**src/rtl/ysyx_23060201_lsu.sv**
```systemverilog
// ysyx_23060201_lsu: load/store unit, initiator side of the core memory port.
// Accepts one access from EXU, issues it on mem_*, waits for the response and
// returns extended load data (or 0 for stores) to WBU.
// Optional watchdog: define YSYX_23060201_LSU_TIMEOUT_EN to abort an access
// that sees no response within TIMEOUT cycles (err=1).
module ysyx_23060201_lsu #(
   parameter int ADDR_WIDTH = 32,
   parameter int DATA_WIDTH = 32,
   parameter int TIMEOUT    = 255
) (
   input  logic                  clk,
   input  logic                  rst,
   input  logic                  lsu_valid_i,
   output logic                  lsu_ready_o,
   input  logic                  lsu_wen_i,
   input  logic [2:0]            lsu_funct3_i,
   input  logic [ADDR_WIDTH-1:0] lsu_addr_i,
   input  logic [DATA_WIDTH-1:0] lsu_wdata_i,
   output logic                  lsu_rvalid_o,
   input  logic                  lsu_rready_i,
   output logic [DATA_WIDTH-1:0] lsu_rdata_o,
   output logic                  lsu_err_o,
   output logic                  mem_ren,
   output logic [ADDR_WIDTH-1:0] mem_raddr,
   output logic [7:0]            mem_rmask,
   output logic                  mem_wen,
   output logic [ADDR_WIDTH-1:0] mem_waddr,
   output logic [DATA_WIDTH-1:0] mem_wdata,
   output logic [7:0]            mem_wmask,
   input  logic                  mem_req_ready,
   input  logic [DATA_WIDTH-1:0] mem_rdata,
   input  logic                  mem_rvalid,
   input  logic                  mem_bvalid
);

   typedef enum logic [1:0] {IDLE, REQ, WAIT, RESP} state_t;

   state_t     state;
   logic       wen_q;
   logic [2:0] funct3_q;
   logic [1:0] off_q;

   logic [1:0]            in_off;
   logic                  funct3_ok;
   logic                  aligned;
   logic                  legal;
   logic [3:0]            in_mask;
   logic [DATA_WIDTH-1:0] shifted;
   logic [DATA_WIDTH-1:0] load_ext;
   logic                  resp_hit;
   logic                  tmo_hit;

   // Decode the incoming request: legality, alignment and byte-lane mask
   always_comb begin
      in_off    = lsu_addr_i[1:0];
      funct3_ok = 1'b0;
      aligned   = 1'b0;
      in_mask   = 4'b0000;
      case (lsu_funct3_i)
         3'b000, 3'b001, 3'b010: funct3_ok = 1'b1;
         3'b100, 3'b101:         funct3_ok = ~lsu_wen_i;
         default:                funct3_ok = 1'b0;
      endcase
      case (lsu_funct3_i[1:0])
         2'b00: begin
            aligned = 1'b1;
            in_mask = 4'b0001 << in_off;
         end
         2'b01: begin
            aligned = ~in_off[0];
            in_mask = 4'b0011 << in_off;
         end
         default: begin
            aligned = (in_off == 2'b00);
            in_mask = 4'b1111;
         end
      endcase
      legal = funct3_ok & aligned;
   end

   // Align and extend returned load data; pick the response type that counts
   always_comb begin
      shifted = mem_rdata >> {off_q, 3'b000};
      case (funct3_q)
         3'b000:  load_ext = {{(DATA_WIDTH-8){shifted[7]}}, shifted[7:0]};
         3'b001:  load_ext = {{(DATA_WIDTH-16){shifted[15]}}, shifted[15:0]};
         3'b100:  load_ext = {{(DATA_WIDTH-8){1'b0}}, shifted[7:0]};
         3'b101:  load_ext = {{(DATA_WIDTH-16){1'b0}}, shifted[15:0]};
         default: load_ext = shifted;
      endcase
      resp_hit = wen_q ? mem_bvalid : mem_rvalid;
   end

`ifdef YSYX_23060201_LSU_TIMEOUT_EN
   localparam int CW = ($clog2(TIMEOUT + 1) > 8) ? $clog2(TIMEOUT + 1) : 8;
   logic [CW-1:0] tmo_cnt;

   // Watchdog: counts cycles spent in REQ/WAIT, zero elsewhere (so zero on REQ entry)
   always_ff @(posedge clk) begin
      if (rst) begin
         tmo_cnt <= '0;
      end else if (state == REQ || state == WAIT) begin
         tmo_cnt <= tmo_cnt + 1'b1;
      end else begin
         tmo_cnt <= '0;
      end
   end

   // Fires on the last counted cycle so RESP is entered exactly TIMEOUT cycles after REQ entry
   assign tmo_hit = (state == REQ || state == WAIT) && (tmo_cnt == CW'(TIMEOUT - 1));
`else
   assign tmo_hit = 1'b0;
`endif

   // Main FSM with registered request and result outputs
   always_ff @(posedge clk) begin
      if (rst) begin
         state        <= IDLE;
         wen_q        <= 1'b0;
         funct3_q     <= '0;
         off_q        <= '0;
         lsu_ready_o  <= 1'b1;
         lsu_rvalid_o <= 1'b0;
         lsu_rdata_o  <= '0;
         lsu_err_o    <= 1'b0;
         mem_ren      <= 1'b0;
         mem_raddr    <= '0;
         mem_rmask    <= '0;
         mem_wen      <= 1'b0;
         mem_waddr    <= '0;
         mem_wdata    <= '0;
         mem_wmask    <= '0;
      end else begin
         case (state)
            IDLE: begin
               if (lsu_valid_i) begin
                  wen_q       <= lsu_wen_i;
                  funct3_q    <= lsu_funct3_i;
                  off_q       <= in_off;
                  lsu_ready_o <= 1'b0;
                  if (legal) begin
                     state <= REQ;
                     if (lsu_wen_i) begin
                        mem_wen   <= 1'b1;
                        mem_waddr <= {lsu_addr_i[ADDR_WIDTH-1:2], 2'b00};
                        mem_wmask <= {4'b0000, in_mask};
                        mem_wdata <= lsu_wdata_i << {in_off, 3'b000};
                     end else begin
                        mem_ren   <= 1'b1;
                        mem_raddr <= {lsu_addr_i[ADDR_WIDTH-1:2], 2'b00};
                        mem_rmask <= {4'b0000, in_mask};
                     end
                  end else begin
                     state        <= RESP;
                     lsu_rvalid_o <= 1'b1;
                     lsu_err_o    <= 1'b1;
                     lsu_rdata_o  <= '0;
                  end
               end
            end
            REQ, WAIT: begin
               // REQ and WAIT share the completion logic; in REQ a response only
               // counts when it coincides with mem_req_ready.
               if (state == WAIT || mem_req_ready || tmo_hit) begin
                  mem_ren   <= 1'b0;
                  mem_raddr <= '0;
                  mem_rmask <= '0;
                  mem_wen   <= 1'b0;
                  mem_waddr <= '0;
                  mem_wdata <= '0;
                  mem_wmask <= '0;
               end
               if ((state == WAIT || mem_req_ready) && resp_hit) begin
                  state        <= RESP;
                  lsu_rvalid_o <= 1'b1;
                  lsu_err_o    <= 1'b0;
                  lsu_rdata_o  <= wen_q ? '0 : load_ext;
               end else if (tmo_hit) begin
                  state        <= RESP;
                  lsu_rvalid_o <= 1'b1;
                  lsu_err_o    <= 1'b1;
                  lsu_rdata_o  <= '0;
               end else if (state == REQ && mem_req_ready) begin
                  state <= WAIT;
               end
            end
            RESP: begin
               if (lsu_rready_i) begin
                  state        <= IDLE;
                  lsu_rvalid_o <= 1'b0;
                  lsu_rdata_o  <= '0;
                  lsu_err_o    <= 1'b0;
                  lsu_ready_o  <= 1'b1;
               end
            end
            default: state <= IDLE;
         endcase
      end
   end

endmodule

```
**config.mk**
```make
export PLATFORM = sky130hd
export DESIGN_NAME = ysyx_23060201_lsu
export DESIGN_NICKNAME = d
export VERILOG_FILES = /design/src/rtl/ysyx_23060201_lsu.sv
export SDC_FILE = /design/constraint.sdc
export NUM_CORES = 1
export LEC_CHECK = 0
export BUFFER_PORTS_ARGS = -buffer_cell sky130_fd_sc_hd__buf_2
export CAP_MARGIN = 5
export CORE_MARGIN = 5
export CORE_UTILIZATION = 40
export CTS_CLUSTER_DIAMETER = 30
export DETAILED_ROUTE_END_ITERATION = 7
export PLACE_DENSITY = 0.7
export RECOVER_POWER = 100
export SETUP_SLACK_MARGIN = 0.1
export SLEW_MARGIN = 20
export SYNTH_ARGS = -nofsm -noshare
export SYNTH_HDL_FRONTEND = slang
export SYNTH_SLANG_ARGS = --single-unit
```
**constraint.sdc**
```tcl
create_clock -name clk -period 2.1 [get_ports clk]
set_clock_uncertainty 0.05 [all_clocks]
set_input_delay 0.525 -clock clk [delete_from_list [all_inputs] [get_ports clk]]
set_output_delay 0.525 -clock clk [all_outputs]
set_load 0.005 [all_outputs]
```
==> summary by stage, run 1 <==
Outcome
The run finished with clean final reports.

Logic synthesis
Counting flops with a built-in enable in the synthesized netlist gives 0. The number of warning messages in the yosys log is 0. Sorting the synthesized cells by area gives the leading types as sky130_fd_sc_hd__dfxtp_1 41%, sky130_fd_sc_hd__mux2i_1 8.2%, sky130_fd_sc_hd__a21oi_1 6.5%.

The part of the Yosys area used for sequential elements is 0.4078. Of all flip-flops after synthesis, the portion carrying an async set or reset was 0. After synthesis, the netlist uses 53 different library cells.

After synthesis, the mean cell area works out to 8.638 um^2. The synthesized netlist occupies a cell area of 7118 um^2. The top cell type's share of synthesized area is 0.4078. The most used flip-flop cell after synthesis is sky130_fd_sc_hd__dfxtp_1. Of all cell types, the one taking the most synthesized area is sky130_fd_sc_hd__dfxtp_1. The number of instances in the synthesized netlist is 824. The number of synthesized register bits is 145.

Place
The post-detailed-placement half-perimeter wirelength is 16.53 mm. Once placement finished, the instance area stood at 8733 um^2. The count of placed standard cells including taps is 1255. The number of buffer cells added on primary ports is 243. Routability-driven placement finished with a final weighted congestion of 0.9156. The placement-stage worst setup slack is -0.06888 ns.

STA
Timing would allow up to 0.5037 GHz. Setup violations remaining at the end of the flow were counted as 0. The setup total negative slack is 0 ns. The number of max-slew violations in the final report is 0.

Counting I/O delays and the setup requirement, the final critical path takes 1.985 ns. The final hold violation count came to 0. The final worst slack is 0.1148 ns. Measured against its own limit, the worst slew margin works out to 0.3129. Dividing the final minimum period by the clock period gives 0.9453. Setup repair after global routing could not meet its margin everywhere. The actual transition at the worst max-transition pin is 1.027 ns.

Final layout
In the layout the commonest cells are 146 x sky130_fd_sc_hd__buf_2, 143 x sky130_fd_sc_hd__dfxtp_1, 100 x sky130_fd_sc_hd__clkbuf_1. The area used by multi-input combinational logic is 3824 um^2. The net count of the finished layout is 1162.

Compared with the post-synthesis result, the final layout area differs by 31.20%. The number of antenna diodes is 0. Of the cells placed in the final design, the portion with a size suffix greater than 1 is 0.2444. The number of standard cells in the layout, taps in and fillers out is 1289. The most common cell after layout, fill and taps aside is sky130_fd_sc_hd__buf_2. The final-layout fill cell count is 1672.

After routing the design area is 9339 um^2. The area of all sequential standard cells is 2905 um^2.

Critical path
In this run the critical register-to-register path is launched from state[1]$_SDFFE_PP0P_. STA classifies the critical path endpoint as a register. The critical path starts at state[1]$_SDFFE_PP0P_.

The class of the most critical setup path is reg2reg. The element type at the critical path start is a register. The data required time at the worst endpoint is 2.40 ns.

Along the worst path, the maximum fanout reaches 14. STA puts the critical path data arrival time at 2.28 ns.

Routing
Dividing the detail-routed wire length by the instance count gives 18.26 um. The pre-antenna-repair detailed-routing pass consisted of 5 iterations. In the routed design, unresolved DRC markers number 0. In the routed layout, each cell is associated on average with a via count of 5.641. The total detailed-routing wirelength is 23.53 mm.

The final antenna-violating net count is 0. The number of vias in the routed layout is 7271. The number of DRC violations after detailed-routing iteration 0 is 501.

Clocking
The maximum buffer depth of the clock tree is 2. In this run the clock root is driven by a sky130_fd_sc_hd__clkbuf_16. Counting the buffers created by CTS gives 17. TritonCTS built the clock tree. The source-to-sink clock delay at the later pin of the worst-skew pair is 0.42 ns.

The post-CTS clock slew at the launch and capture registers of the worst setup and hold paths is 0.07 ns. The number of levels the H-tree was split into is 4. The clock net in this run drives a total of 145 sinks.

Global routing
The global routing met1 resource utilization is 0.2892. The first global-routing pass estimated 35.83 mm of wire. The met3 global-route usage is 0.06889. After global routing the overflow that remains totals 0.

Across every metal layer, demand over resource in global routing totals 0.2166. The most crowded layer after global routing is met2. The number of antenna violations at the first check in global routing is 0. The met2 capacity usage during global routing is 0.3399. The largest net degree at the start of global routing is 60. The number of global-route vias before repair is 6643.

Floorplan
For this design the top-level I/O count stands at 256. The floorplan core area is 17360 um^2. The horizontal die dimension is 143.4 um. The initial utilization of the core area, before any placement, comes to 0.4101. From bottom edge to top edge, the die measures 143.4 um.

The total die area is 20560 um^2. The floorplan has 48 rows.

Job
The tool flagged a number of max-cap violations equal to 0.

Power
The leakage power is 3.561 nW. The power density over cell area is 1169 nW/um^2. VDD sags by at most 0.6160 mV.

Min path
The critical hold path startpoint is lsu_addr_i[2]. In this run the worst hold path is classified as in2reg.
-- power by group --
part	internal (mW)	switching [mW]	total (mW)	leakage (nW)
sequential	3.21	0.252	3.46	1.18
combinational	1.52	2.39	3.91	2.05
clock	2.30	1.25	3.55	0.335
-- Yosys cell counts, types with 2 or more instances --
library cell and instances:
sky130_fd_sc_hd__a21o_1 2, sky130_fd_sc_hd__a21oi_1 93, sky130_fd_sc_hd__a22o_1 8, sky130_fd_sc_hd__a31oi_1 33, sky130_fd_sc_hd__buf_1 12, sky130_fd_sc_hd__buf_2 16
sky130_fd_sc_hd__buf_4 12, sky130_fd_sc_hd__buf_6 5, sky130_fd_sc_hd__clkbuf_1 53, sky130_fd_sc_hd__dfxtp_1 145, sky130_fd_sc_hd__ha_1 4, sky130_fd_sc_hd__inv_1 11
sky130_fd_sc_hd__mux2_2 12, sky130_fd_sc_hd__mux2i_1 58, sky130_fd_sc_hd__mux4_2 2, sky130_fd_sc_hd__nand2_1 72, sky130_fd_sc_hd__nand2b_1 2, sky130_fd_sc_hd__nand3_1 41
sky130_fd_sc_hd__nand3b_1 29, sky130_fd_sc_hd__nor2_1 18, sky130_fd_sc_hd__nor2b_1 8, sky130_fd_sc_hd__nor3_1 2, sky130_fd_sc_hd__nor3b_1 2, sky130_fd_sc_hd__o211ai_1 46
sky130_fd_sc_hd__o21ai_0 68, sky130_fd_sc_hd__o21ai_1 2, sky130_fd_sc_hd__o2bb2ai_1 32, sky130_fd_sc_hd__o32ai_1 3, sky130_fd_sc_hd__or3_1 2, sky130_fd_sc_hd__or4_1 8
-- worst max-delay path, stage by stage, from the launching register on --
cell and delay [ns]:
sky130_fd_sc_hd__dfxtp_1 0.36, sky130_fd_sc_hd__inv_1 0.10, sky130_fd_sc_hd__ha_4 0.29, sky130_fd_sc_hd__nor3b_4 0.16, sky130_fd_sc_hd__a21o_1 0.20, sky130_fd_sc_hd__buf_12 0.16
sky130_fd_sc_hd__or4_1 0.52, sky130_fd_sc_hd__o21ai_0 0.08
-- cells by family after synthesis --
family,synth area share
buffers and inverters,0.07242
adder cells (fa/ha/maj),0.007031
multiplexers,0.1069
AO/OA/AOI/OAI,0.2642
flip-flops,0.4078
other,0.0005268
AND/OR/NAND/NOR,0.1412
-- flip-flops by register name (all words and copies together) (netlist names) --
| name | flops |
|---|---|
| lsu_rdata_o | 32 |
| mem_wdata | 32 |
| mem_raddr | 30 |
| mem_waddr | 30 |
| mem_rmask | 4 |
| mem_wmask | 4 |
| funct3_q | 3 |
| off_q | 2 |
| state | 2 |
| lsu_err_o | 1 |
| lsu_ready_o | 1 |
| lsu_rvalid_o | 1 |
| mem_ren | 1 |
| mem_wen | 1 |
| wen_q | 1 |
-- final timing paths --
path                                end  slack, ns  cells past startpoint
max          mem_wdata[15]$_SDFFE_PP0P_       0.11                      7
min           mem_waddr[2]$_SDFFE_PP0P_       0.33                      3
max reg2reg  mem_wdata[15]$_SDFFE_PP0P_       0.11                      7
min reg2reg  mem_wdata[15]$_SDFFE_PP0P_       0.40                      2
-- routing by layer --
layer / share of wire / vias to the layer above / wire length [um]
met5: 0 / - / 0
met4: 0.016 / 0 / 365
met3: 0.095 / 27 / 2240
met2: 0.46 / 299 / 10820
met1: 0.43 / 3462 / 10100
li1: - / 3483 / -
-- cell type report --
type | count | share of cell area
Clock inverter | 12 | 0.02452
Tap cell | 225 | 0.03014
Inverter | 12 | 0.004823
Multi-Input combinational cell | 580 | 0.4094
Sequential cell | 145 | 0.3111
Timing Repair Buffer | 295 | 0.1711
Clock buffer | 20 | 0.04890
-- through the flow --
step	hold WS, ns	power [mW]	utilization
after floorplan	0.3947	5.744	-
after global placement	0.3893	7.313	0.5032
after detailed placement	0.3902	7.369	0.5032
after CTS	0.3150	10.99	0.5441
after global routing	0.3157	11.48	0.5381
final	0.3332	10.92	0.5381
-- what timing repair did --
item                       CTS  global route
hold buffers                 0             0
resized for setup            5             9
setup endpoints to repair   93            76
pin swaps                    0             3
setup buffers                0             2
No activity file was read; power rests on OpenSTA's default activity.
==> run 2: changes to the inputs <==
- CORE_UTILIZATION: 40 -> 45
- PLACE_DENSITY: 0.7 -> 0.77
==> summary by stage, run 2 (synthesis gave the netlist of run 1 again) <==
Place
The post-detailed-placement half-perimeter wirelength is 16.33 mm (was 16.53 mm). The area of placed instances is 8702 um^2 (was 8733 um^2). The routability congestion estimate came to 0.9286 (was 0.9156). The count of placed standard cells including taps is 1245 (was 1255).

The number of buffer cells added on primary ports is 243 (unchanged).

Final layout
The most common cell after layout, fill and taps aside is sky130_fd_sc_hd__dfxtp_1 (was sky130_fd_sc_hd__buf_2). The number of antenna diodes was 0 (unchanged). The design area is 9183 um^2 (was 9339 um^2). The share of the core filled with cells in the final layout is 0.5844 (was 0.5381).

The proportion of layout cells with a drive suffix above 1 came to 0.2399 (was 0.2444). The area used by multi-input combinational logic is 3836 um^2 (was 3824 um^2). Commonest cells after routing, fill and taps aside: 144 x sky130_fd_sc_hd__dfxtp_1, 141 x sky130_fd_sc_hd__buf_2, 106 x sky130_fd_sc_hd__clkbuf_1 (was 146 x sky130_fd_sc_hd__buf_2, 143 x sky130_fd_sc_hd__dfxtp_1, 100 x sky130_fd_sc_hd__clkbuf_1).

The number of standard cells in the layout, taps in and fillers out is 1279 (was 1289). The area of all sequential standard cells came to 2904 um^2 (was 2905 um^2). The area growth from synthesis to layout came to 29.00% (was 31.20%). The final-layout fill cell count is 1460 (was 1672). The net total in the final layout was 1162 (unchanged). Top Registers: lsu_rdata_o x32, mem_wdata x32 (unchanged).

Clocking
The total number of clock tree sinks is 145 (unchanged). The maximum buffer depth of the clock tree is 2 (unchanged). The number of clock buffers inserted by TritonCTS is 17 (unchanged). The source-to-sink clock delay at the later pin of the worst-skew pair was 0.41 ns (was 0.42 ns). The CTS root buffer is sky130_fd_sc_hd__clkbuf_16 (unchanged). The post-CTS clock slew at the launch and capture registers of the worst setup and hold paths is 0.06 ns (was 0.07 ns).

The number of levels the H-tree was split into is 4 (unchanged). The clock tree from TritonCTS is yes (unchanged).

Floorplan
The number of primary I/O pins was 256 (unchanged). The height of the die was 135.8 um (was 143.4 um). The total die area came to 18430 um^2 (was 20560 um^2). The starting utilization of the core area was 0.4530 (was 0.4101). The horizontal die dimension is 135.8 um (was 143.4 um). The floorplan core area is 15710 um^2 (was 17360 um^2). The cell row count is 46 (was 48).

STA
The final worst-path cycle share is 0.9292 (was 0.9453). The headroom to the max-slew limit came to 0.3029 (was 0.3129). The maximum clock rate was 0.5125 GHz (was 0.5037 GHz). The worst hold slack across all endpoints is 0.3468 ns (was 0.3332 ns).

The number of max-slew violations in the final report is 0 (unchanged). The actual transition at the worst max-transition pin is 1.042 ns (was 1.027 ns). The final hold violation count is 0 (unchanged).

The post-layout minimum cycle time came to 1.951 ns (was 1.985 ns). Unrepaired setup endpoints after global routing: false (was true). The number of setup violations in the final report came to 0 (unchanged).

Critical path
The arrival time at the worst endpoint came to 2.23 ns (was 2.28 ns). The kind of capture point of the worst setup path is a register (unchanged). The data required time at the worst endpoint came to 2.38 ns (was 2.40 ns). The delay of the slowest cell on the worst path was 0.35 ns (was 0.52 ns). The largest fanout of any net on the critical path is 19 (was 14). The element type at the critical path start is a register (unchanged). The class of the most critical setup path is reg2reg (unchanged). The slowest cell on the critical path is sky130_fd_sc_hd__dfxtp_2 (was sky130_fd_sc_hd__or4_1).

Worst-path cell chain: inv_1 -> ha_4 -> nand2b_1 -> buf_4 -> and3_4 -> nor2_1 -> buf_12 -> mux2i_1 (was inv_1 -> ha_4 -> nor3b_4 -> a21o_1 -> buf_12 -> or4_1 -> o21ai_0).

Routing
The total DRC errors in the routed layout came to 0 (unchanged). The vias per cell is 5.643 (was 5.641). The final antenna-violating net count came to 0 (unchanged).

The number of DRC violations after detailed-routing iteration 0 came to 500 (was 501). The wire length per cell after detailed routing was 17.87 um (was 18.26 um). The number of vias in the routed layout is 7218 (was 7271). The number of iterations in the first detailed-routing pass is 5 (unchanged). The total detailed-routing wirelength is 22.86 mm (was 23.53 mm).

Global routing
The wire length of the first global-routing pass is 35.09 mm (was 35.83 mm). The number of antenna violations at the first check in global routing is 2 (was 0). The aggregate global routing overflow was 0 (unchanged). The largest net degree at the start of global routing was 53 (was 60). The number of global-route vias before repair is 6835 (was 6643). The total routing resource utilization after global routing was 0.2353 (was 0.2166).

Power
The power density over cell area is 1119 nW/um^2 (was 1169 nW/um^2). The leakage power came to 3.468 nW (was 3.561 nW). The highest ir drop seen on vdd is 0.6762 mV (was 0.6160 mV). The overall power of the completed layout is 10.28 mW (was 10.92 mW).

Outcome
Run status: complete, no violations (unchanged).

Min path
The type of the worst min-delay path was in2reg (unchanged).

Job
The number of max-cap violations came to 0 (unchanged).
[run 2: timing repair]
action	4_1_cts	5_1_grt
pin swaps	0	3
endpoints found under the setup margin	59	92
resized for setup	3	11
buffers inserted	1	1
hold buffers	0	0
cloned	0	1
[run 2: through the flow]
| stage | worst slack [ns] | TNS [ns] |
|---|---|---|
| 3_3_place_gp | 0.01163 | 0 |
| 6_report | 0.1486 | 0 |
| 4_1_cts | 0.1048 | 0 |
| 3_5_place_dp | -0.04864 | -0.4941 |
| 5_1_grt | 0.04614 | 0 |
| 2_1_floorplan | 0.005778 | 0 |
[run 2: worst paths after layout]
| check | from | endpoint | slack (ns) | cells past startpoint |
|---|---|---|---|---|
| min reg2reg | mem_wdata[5]$_SDFFE_PP0P_ | mem_wdata[5]$_SDFFE_PP0P_ | 0.41 | 2 |
| max reg2reg | state[1]$_SDFFE_PP0P_ | mem_wdata[2]$_SDFFE_PP0P_ | 0.15 | 8 |
| min | lsu_addr_i[13] | mem_waddr[13]$_SDFFE_PP0P_ | 0.35 | 3 |
| max | state[1]$_SDFFE_PP0P_ | mem_wdata[2]$_SDFFE_PP0P_ | 0.15 | 8 |
[run 2: final cells by class]
| cell class | instances | area share |
|---|---|---|
| multi-input combinational | 581 | 0.4178 |
| clock buffer | 22 | 0.05055 |
| inverter | 12 | 0.004905 |
| clock inverter | 9 | 0.01185 |
| tap | 216 | 0.02943 |
| sequential | 145 | 0.3163 |
| timing repair buffer | 294 | 0.1692 |
[run 2: worst max-delay path: cells and delay by family (launching register included)]
| kind | cells | cell delay (ns) |
|---|---|---|
| AND/OR/NAND/NOR | 3 | 0.50 |
| buffers and inverters | 3 | 0.46 |
| flip-flops | 1 | 0.35 |
| adder cells (fa/ha/maj) | 1 | 0.29 |
| multiplexers | 1 | 0.22 |
[run 2: metal layers]
| layer | track usage | vias up | wire, um |
|---|---|---|---|
| li1 | - | 3478 | - |
| met1 | 0.2967 | 3387 | 9254 |
| met2 | 0.3869 | 304 | 10930 |
| met3 | 0.06538 | 45 | 2117 |
| met4 | 0.08343 | 4 | 531 |
| met5 | 0 | - | 32 |
[run 2: power breakdown]
group	switching (mW)	leakage [nW]	internal, mW
Sequential	0.257	1.17	3.21
Combinational	2.38	2.01	1.49
Clock	1.14	0.280	1.81
Total	3.78	3.47	6.50
